**config.mk**
```make
export PLATFORM = sky130hd
export DESIGN_NAME = nondir_hazard_unit
export DESIGN_NICKNAME = d
export VERILOG_FILES = /design/src/rtl/nondir_hazard_unit.sv
export SDC_FILE = /design/constraint.sdc
export NUM_CORES = 1
export LEC_CHECK = 0
export BUFFER_PORTS_ARGS = -buffer_cell sky130_fd_sc_hd__buf_2
export CORE_ASPECT_RATIO = 0.7
export CORE_MARGIN = 10
export CORE_UTILIZATION = 51
export DETAILED_ROUTE_END_ITERATION = 12
export PLACE_DENSITY = 0.84
export RECOVER_POWER = 100
export SYNTH_ARGS = -nofsm -noshare
export SYNTH_HDL_FRONTEND = slang
export SYNTH_SLANG_ARGS = --single-unit
export TNS_END_PERCENT = 5
```
**constraint.sdc**
```tcl
create_clock -name clk -period 3.9 [get_ports clk]
set_clock_uncertainty 0.2 [all_clocks]
set_input_delay 0.39 -clock clk [delete_from_list [all_inputs] [get_ports clk]]
set_output_delay 0.39 -clock clk [all_outputs]
set_load 0.05 [all_outputs]
```
**src/rtl/nondir_hazard_unit.sv**
```systemverilog
// Stall controller for conditional-write loads (lwld) whose destination is only known in MEM.
// Tracks in-flight lwld through E/M/W shadow slots and exports the resolved W-stage address.
module nondir_hazard_unit #(
  parameter logic [5:0] OP_LWLD  = 6'b110011,
  parameter logic [4:0] LINK_REG = 5'd31,
  parameter int         CNT_W    = 16
) (
  input  logic             clk,
  input  logic             reset,
  input  logic [31:0]      instr_d,
  input  logic             rs_use_d,
  input  logic             rt_use_d,
  input  logic             flush_e,
  input  logic [4:0]       wb_addr_m,
  output logic             stall,
  output logic             fwd_valid_w,
  output logic [4:0]       fwd_addr_w,
  output logic [CNT_W-1:0] stall_cnt
);

  logic       is_lwld_d;
  logic [4:0] rs_d;
  logic [4:0] rt_d;
  logic       unused_bits;

  logic       e_v;
  logic [4:0] e_rt;
  logic       m_v;
  logic       w_v;
  logic [4:0] w_addr;

  logic       rs_hit_e, rt_hit_e, rs_hit_m, rt_hit_m;
  logic       bubble_e;

  assign is_lwld_d   = (instr_d[31:26] == OP_LWLD);
  assign rs_d        = instr_d[25:21];
  assign rt_d        = instr_d[20:16];
  assign unused_bits = ^instr_d[15:0];

  // E-slot destination is unresolved: either rt or the link register may be written.
  assign rs_hit_e = rs_use_d && (rs_d != 5'd0) && e_v && ((rs_d == e_rt) || (rs_d == LINK_REG));
  assign rt_hit_e = rt_use_d && (rt_d != 5'd0) && e_v && ((rt_d == e_rt) || (rt_d == LINK_REG));
  // M-slot destination comes exact from the resolver.
  assign rs_hit_m = rs_use_d && (rs_d != 5'd0) && m_v && (rs_d == wb_addr_m);
  assign rt_hit_m = rt_use_d && (rt_d != 5'd0) && m_v && (rt_d == wb_addr_m);

  assign stall    = rs_hit_e || rt_hit_e || rs_hit_m || rt_hit_m;
  assign bubble_e = stall || flush_e;

  always_ff @(posedge clk or negedge reset) begin
    if (!reset) begin
      e_v       <= 1'b0;
      e_rt      <= 5'd0;
      m_v       <= 1'b0;
      w_v       <= 1'b0;
      w_addr    <= 5'd0;
      stall_cnt <= '0;
    end else begin
      e_v  <= bubble_e ? 1'b0 : is_lwld_d;
      e_rt <= bubble_e ? 5'd0 : rt_d;
      m_v  <= e_v;
      w_v  <= m_v;
      // Address only meaningful with w_v; keep the last resolved value otherwise.
      if (m_v) begin
        w_addr <= wb_addr_m;
      end
      if (stall) begin
        stall_cnt <= stall_cnt + 1'b1;
      end
    end
  end

  assign fwd_valid_w = w_v;
  assign fwd_addr_w  = w_addr;

endmodule
```
* Yosys cells after proc, flatten, opt, wreduce, memory -nomap -nowiden *
Cells that the tools add are included.

word-level totals
  flip-flop bits (word level) = 29
  input bits = 42

cells by class
  add/subtract/negate cells = 1
  eq/ne operators = 7
  mux-type cells = 2
  reduce and logical (&&, ||, !) cells = 18

operator list
  cell                                            count
  == test 5 bit                                   4
  adder 16 x 1 -> 16 bit (second input constant)  1
  == test 5 bit (second input constant)           2
  logical AND 1 bit                               10
  nonzero test 5 bit                              2
  == test 6 bit (second input constant)           1
  logical OR 1 bit                                6
  2-to-1 mux 5 bit                                1
  2-to-1 mux 1 bit                                1

* Depth between registers and ports, before layout *
Gate-level depths: netlist of run 1.

  word-level depth = 9
  depth in mapped cells = 7
  mapped depth without buffers = 6

* Worst setup path after synthesis of run 1 *
OpenSTA, ideal clock, no wires.

  path kind = input to register
  from = in instr_d[22]
  to = reg stall_cnt[1]
  arrival time = 1.956 ns
  required time = 3.575 ns
  slack = 1.619 ns
  cell stages on the path = 6
  path through = or4_4 o21ai_2 a211oi_1 o21ai_2 nand2_4 mux2_4

between the ends
  cells in the longest elaborated chain, start to end = 7
  elaborated cells between the ends (all ways) = 13
  classes of those cells = eq/ne (3); reduce/logical (10)

ends and longest elaborated chain
  item                               line    text
  start: declaration                 10      input logic [31:0] instr_d,
  nonzero test 5 bit                 41, 44
  logical AND 1 bit                  41, 44
  logical AND 1 bit (2 in a row)     41      assign rs_hit_e = rs_use_d && (rs_d != 5'd0) && e_v && ((rs_d == e_rt) || (rs_d == LINK_REG));
  logical OR 1 bit                   47      assign stall = rs_hit_e || rt_hit_e || rs_hit_m || rt_hit_m;
  logical OR 1 bit (*) (2 in a row)  47
  named net stall                    15      output logic stall,
  end signal: assignment             68      stall_cnt <= stall_cnt + 1'b1;
  end: declaration                   18      output logic [CNT_W-1:0] stall_cnt

Mark *: on every way through the listed nets, which the timed path passes. The rest lies on a longest branch.
A chain may end at the register's enable or synchronous reset.

* Final worst setup path of run 1 *
  from = in instr_d[17]
  to = out stall

between the ends
  cells in the longest elaborated chain, start to end = 7
  elaborated cells between the ends (all ways) = 13
  classes of those cells = eq/ne (3); reduce/logical (10)

ends and longest elaborated chain
  item                            line    text
  nonzero test 5 bit              42, 45
  logical AND 1 bit               42, 45
  logical AND 1 bit (2 in a row)  42      assign rt_hit_e = rt_use_d && (rt_d != 5'd0) && e_v && ((rt_d == e_rt) || (rt_d == LINK_REG));
  logical OR 1 bit (2 in a row)   47
  logical OR 1 bit (*)            47
  end: declaration                15

Every way passes the cells marked *; elsewhere a longest branch is shown, timed or not.

==> metrics.md, run 1 <==
| Metric | Value |
|---|---|
| Global-route wire length before repair | `6430 µm` |
| Mapped Cells | `135` |
| Startpoint Class | `input pin` |
| Top achievable clock speed | `317.8 MHz` |
| Post-DP HPWL | `2979 µm` |
| Crit path max-delay family | `simple AND/OR/NAND/NOR gates` |
| Pleak | `0.8744 nW` |
| Setup violators final | `0` |
| Post-synth top cells | `dfrtp_1, xnor2_1, xor2_1` |
| Worst R2R Setup Slack | `1.58 ns` |
| Largest net degree at the start of global routing | `30` |
| Pwr/cell area | `349.5 mW/mm²` |
| FF+latch count, synth | `29` |
| Slowest cell on the critical path | `or4_1` |
| Critical Path, Cell by Cell | `clkbuf_1 -> or4_1 -> o21ai_0 -> nor2_1 -> a31oi_4 -> nand2_1 -> clkbuf_1` |
| Row count | `16` |
| Area of the multi-input gates | `770.7 µm²` |
| Initial core utilization | `0.5485` |
| Total core area | `0.002863 mm²` |
| Ant. Diodes | `0` |
| Buf/Inv on CP | `2` |
| Initial antenna violation count | `0` |
| FFs w/ async S/R, synth | `1.000` |
| Top_reg_cell synth | `dfrtp_1` |
| Unique masters post-synth | `28` |
| Crit end category | `output pin` |
| Post-synth EDFFs | `0` |
| Yosys warns | `0` |
| Die height | `66.43 µm` |
| DR vias/cell | `5.491` |
| I/O Pins | `65` |
| Vias in the first global route | `1,320` |
| Worst R2R End | `stall_cnt[15]` |
| Most common cell in the netlist | `dfrtp_1` |
| Final ANT Viol Nets | `0` |
| Rel. slew slack | `-0.01143` |
| DRT iter0 DRCs | `82` |
| Top cell by count, worst path | `clkbuf_1` |
| Filler cells | `243` |
| Critical Path AT | `2.56 ns` |
| Min Tclk post-route | `3.147 ns` |
| Busiest grt layer | `met2` |
| Hold Vio Cnt, Final | `0` |
| M2 GR Usage | `0.2381` |
| Via count | `1,241` |
| Global Route met1 Usage | `0.1488` |
| GRT Total Usage | `0.1414` |
| Clock Latency Late Sink | `0.28 ns` |
| Failing checks | `max-capacitance violations, max-slew violations` |
| FF-to-FF path depth | `7` |
| Syn_nets | `178` |
| Total Wirelength | `3869 µm` |
| Die ar. | `0.005734 mm²` |
| Num CTS Buffers | `5` |
| Setup crit start | `instr_d[17]` |
| GRT overflow | `0` |
| Max-cap violations | `1` |
| HP Start | `flush_e` |
| Clk pin slew, worst setup/hold paths | `0.06 ns` |
| Synth top area share | `0.4622` |
| Die X | `86.32 µm` |
| Mapped Area | `0.001570 mm²` |
| Synth area leaders | `dfrtp_1, xnor2_1, xor2_1, mux2_2, a211oi_1` |
| Total Neg Setup Slack | `0 ns` |
| RSZ-0062 raised after global routing | `false` |
| Met3 Track Usage GR | `0.05296` |
| Part of the cycle the worst path needs | `0.8069` |
| Slew Limit Fails | `30` |
| HP Class | `in2reg` |
| Drt drc | `0` |
| CP required | `3.31 ns` |
| Worst Hold Depth | `2` |
| Clock Path Buffers | `2` |
| Post-synth top area cell | `dfrtp_1` |
| Max VDD drop | `0.1839 mV` |
| Status | `finished with violations` |
| Clock sink total | `29` |
| Worst slew pin tran | `1.517 ns` |
| Mean Syn Cell Area | `11.63 µm²` |
| CTS Root Cell | `clkbuf_8` |
| Area growth from synthesis to layout | `18.57%` |
| Wire length per cell | `17.12 µm` |
| CP max FO | `15` |
| Router iterations before antenna repair | `4` |
| H-tree Lvls | `2` |
| Hold Slack | `0.1520 ns` |
| Register area share after synthesis | `0.4622` |
| Gpl congestion | `0.8037` |
| Hold Crit Endpoint | `e_rt[3]` |
| Worst r2r src | `e_rt[3]` |
| PortBufs | `48` |
| Register Area | `725.7 µm²` |
| Clock tree from TritonCTS | `done` |
| Final net count | `232` |
| Critical path class | `in2out` |
| Layout cells sized above 1 | `0.2105` |
| Worst path max stage delay | `0.54 ns` |
## metrics by stage
stage               area (µm²)  std cells  setup slack [ns]  power, mW  utilization
finish                    1862        226            0.7532     0.6507       0.6504
global route              1862        226            0.5856     0.6797       0.6504
CTS                       1929        226             1.067     0.6589       0.6740
detailed placement        1837        217             1.075     0.4239       0.6416
global placement          1837        217             1.123     0.4192       0.6416
floorplan                 1570        135             1.619     0.3815            -
## placed cells by master, fill, tap and decap left out, types with 2 or more instances in the layout
master / count
clkbuf_1: 26
and4_1: 2
nor3b_1: 5
xnor2_1: 22
nand4_1: 2
o21ai_2: 2
clkbuf_8: 5
buf_2: 23
dfrtp_1: 29
clkinv_2: 2
mux2_2: 5
xor2_1: 13
nand3_1: 6
nand2_1: 9
a22oi_1: 2
a21boi_0: 5
and3_1: 6
a211oi_1: 9
nor3_1: 3
inv_1: 3
## flip-flops by register name, indices dropped and copies added (netlist names)
name,flops
stall_cnt,16
fwd_valid_w,1
e_rt,5
e_v,1
fwd_addr_w,5
m_v,1
## worst max-delay path by stage
stage | endpoint | depth (start not counted)
after floorplan | stall_cnt[1] | 6
after global placement | stall | 7
after detailed placement | stall | 7
after CTS | stall | 7
after global routing | stall | 7
final | stall | 7
## logic make-up after synthesis
kind of cell / count (synthesis) / share of synthesized area
buffers and inverters: 6 / 0.02390
adders and majority gates: 1 / 0.007967
DFF: 29 / 0.4622
AOI/OAI and AO/OA: 22 / 0.1291
and+or+nand+nor: 36 / 0.1363
xor gates and xnor gates: 35 / 0.1952
muxes: 6 / 0.04541
## layout make-up
| cell class | instances | area share |
|---|---|---|
| Clock buffer | 6 | 0.03898 |
| Clock inverter | 2 | 0.005376 |
| Inverter | 3 | 0.006048 |
| Multi-Input combinational cell | 100 | 0.4140 |
| Sequential cell | 29 | 0.3898 |
| Tap cell | 36 | 0.02419 |
| Timing Repair Buffer | 50 | 0.1216 |
## per-layer routing
metal	wire (µm)	share of wire	vias up
li1	-	-	588
met1	1548	0.40	607
met2	2034	0.53	36
met3	200	0.052	10
met4	85	0.022	0
met5	0	0	-
## repair_timing
action,in CTS,in global routing
gates resized for setup,0,0
buffers inserted,0,0
hold endpoints to repair,29,0
hold buffers,1,0
## power breakdown
group / leakage, nW / internal (mW) / switching (mW)
registers: 0.386 / 0.311 / 0.00699
clock network: 0.0450 / 0.123 / 0.111
logic: 0.444 / 0.0358 / 0.0624
total: 0.874 / 0.470 / 0.181
(Power assumes the default switching activity.)
==> run 2: changes to the inputs <==
CORE_UTILIZATION = 43   (was 51)
PLACE_DENSITY = 0.76   (was 0.84)
clock period = 2.77 ns   (was 3.9 ns; I/O delays follow)
==> run 2 against run 1 <==
The run still ends with max-capacitance violations, max-slew violations left. Setup slack worse by 0.38 ns. Largest cell class unchanged. Sequential power increased by 41%. Largest power group unchanged. First-iteration DRC count shrank 59%. Critical path type unchanged. Via count is 5.2% lower. Clock power up 38%. Critical endpoint unchanged. Hold slack worse by 0.12 ns.
==> metrics.md, run 2 (synthesis results as in run 1) <==
| Metric | Value |
|---|---|
| Status | `finished with violations` |
| Failing checks | `max-capacitance violations, max-slew violations` |
| I/O Pins | `65 (unchanged)` |
| Reg with most FFs | `stall_cnt` |
| Gpl congestion | `0.7845 (-2.4%)` |
| Die X | `92.23 µm (+6.8%)` |
| Max VDD drop | `0.3270 mV (+78%)` |
| CTS Root Cell | `clkbuf_8` |
| Hold Vio Cnt, Final | `0 (unchanged)` |
| Vias in the first global route | `1,262 (-4.4%)` |
| Total Neg Setup Slack | `0 ns (unchanged)` |
| Router iterations before antenna repair | `4 (unchanged)` |
| Startpoint Class | `input pin` |
| Critical Path, Cell by Cell | `clkbuf_1 -> or4_1 -> o21ai_2 -> nor2_1 -> a31oi_1 -> nand2_4 -> clkbuf_2` |
| Layout cells sized above 1 | `0.2251 (+0.01460)` |
| Pleak | `0.8817 nW (+0.84%)` |
| FF-to-FF path depth | `7 (unchanged)` |
| Dpl cells | `232 (+6.9%)` |
| Post-DP HPWL | `2757 µm (-7.5%)` |
| Num CTS Buffers | `5 (unchanged)` |
| Crit end category | `output pin` |
| Setup crit start | `instr_d[17]` |
| Filler cells | `358 (+47%)` |
| Wire length per cell | `13.94 µm (-19%)` |
| # hold bufs at CTS | `1 (unchanged)` |
| Worst slew pin tran | `1.503 ns (-0.01380 ns)` |
| CP max FO | `9 (-6)` |
| CP required | `2.29 ns (-1.02 ns)` |
| Resized cells post-CTS | `0 (unchanged)` |
| Power Total | `906.1 µW (+39%)` |
| Clock Path Buffers | `2 (unchanged)` |
| Initial core utilization | `0.4469 (-0.1016)` |
| DR vias/cell | `4.880 (-11%)` |
| Crit path to | `stall` |
| Min Tclk post-route | `2.399 ns` |
| Critical path class | `in2out` |
| Worst path max stage delay | `0.56 ns (+0.02 ns)` |
| Max reg flops | `16 (unchanged)` |
| Critical Path AT | `1.92 ns (-0.64 ns)` |
| H-tree Lvls | `2 (unchanged)` |
| Final core utilization | `0.5363 (-0.1140)` |
| Clock Latency Late Sink | `0.28 ns (about the same)` |
| Row count | `18 (+2)` |
| Die height | `70.56 µm (+6.2%)` |
| Worst R2R Setup Slack | `0.53 ns (-1.05 ns)` |
| Initial antenna violation count | `0 (unchanged)` |
| Total core area | `0.003513 mm² (+23%)` |
| Most frequent cells in the layout | `dfrtp_1, clkbuf_1, buf_2` |
| Pwr/cell area | `480.9 mW/mm² (+38%)` |
| Worst r2r src | `e_rt[4]` |
| Slowest cell on the critical path | `or4_1` |
| Final ANT Viol Nets | `0 (unchanged)` |
| Part of the cycle the worst path needs | `0.8661` |
| Clk pin slew, worst setup/hold paths | `0.06 ns (about the same)` |
| GRT overflow | `0 (unchanged)` |
| Largest net degree at the start of global routing | `30 (unchanged)` |
| DRT iter0 DRCs | `34 (-59%)` |
| Top achievable clock speed | `416.8 MHz` |
| Die ar. | `0.006507 mm² (+13%)` |
| Final net count | `233 (+0.43%)` |
| Area growth from synthesis to layout | `20.00%` |
| Rel. slew slack | `-0.002230 (+0.009200)` |
| Drt drc | `0 (unchanged)` |
| Hold Slack | `0.02819 ns (-0.1238 ns)` |
| Total Wirelength | `3360 µm (-13%)` |
| RSZ-0062 raised after global routing | `false` |
| Most common cell after layout, fill and taps aside | `dfrtp_1` |
| HP Class | `in2reg` |
| PortBufs | `48 (unchanged)` |
| Clock sink total | `29 (unchanged)` |
| Setup violators final | `0 (unchanged)` |
| Via count | `1,176 (-5.2%)` |
| Ant. Diodes | `0 (unchanged)` |
| Worst R2R End | `stall_cnt[15]` |
| GRT Total Usage | `0.1086 (-0.03279)` |
| Max-cap violations | `1 (unchanged)` |
| Clock tree from TritonCTS | `done` |
| Global-route wire length before repair | `5823 µm (-9.4%)` |
| Setup bufs post-CTS | `0 (unchanged)` |
| Non-filler cells, final | `241 (+6.6%)` |
| Slew Limit Fails | `29 (-3.3%)` |
-- run 2: metrics by stage --
step | setup WS (ns) | instance area [µm²]
4_1_cts | 0.4575 | 1954
5_1_grt | 0.2304 | 1884
3_3_place_gp | 0.4945 | 1862
2_1_floorplan | 0.6016 | 1570
3_5_place_dp | 0.5100 | 1862
6_report | 0.3709 | 1884
-- run 2: worst min path at each step --
stage               cells past startpoint            end   startpoint  slack (ns)
floorplan                               0        e_rt[0]        reset       -0.22
global placement                        1  stall_cnt[11]        reset        0.14
detailed placement                      1  stall_cnt[11]        reset        0.14
CTS                                     3            e_v  instr_d[26]        0.02
global route                            3            e_v  instr_d[26]        0.04
finish                                  3            e_v  instr_d[26]        0.03
-- run 2: critical path: cells and delay by family --
kind / cells / cell delay (ns)
AOI/OAI and AO/OA: 2 / 0.47
buffers and inverters: 2 / 0.40
and+or+nand+nor: 3 / 0.77
-- run 2: cell type report --
class                           instances  area, µm²  share of cell area
Sequential cell                        29      725.7              0.3851
Tap cell                               50      62.56             0.03320
Inverter                                3      11.26            0.005976
Clock buffer                            6      72.57             0.03851
Clock inverter                          2      10.01            0.005312
Timing Repair Buffer                   51      235.2              0.1248
Multi-Input combinational cell        100      767.0              0.4070
-- run 2: power by group --
part	switching (mW)	internal, mW	total [mW]
clock network	0.151	0.173	0.324
logic	0.0835	0.0505	0.134
registers	0.00970	0.438	0.448
-- run 2: routing by layer --
layer	up-vias	track usage	wire length, µm
met5	-	0	0
met4	0	0.05290	51
met1	564	0.1279	1552
met3	5	0.02740	92
li1	588	-	-
met2	19	0.1813	1664
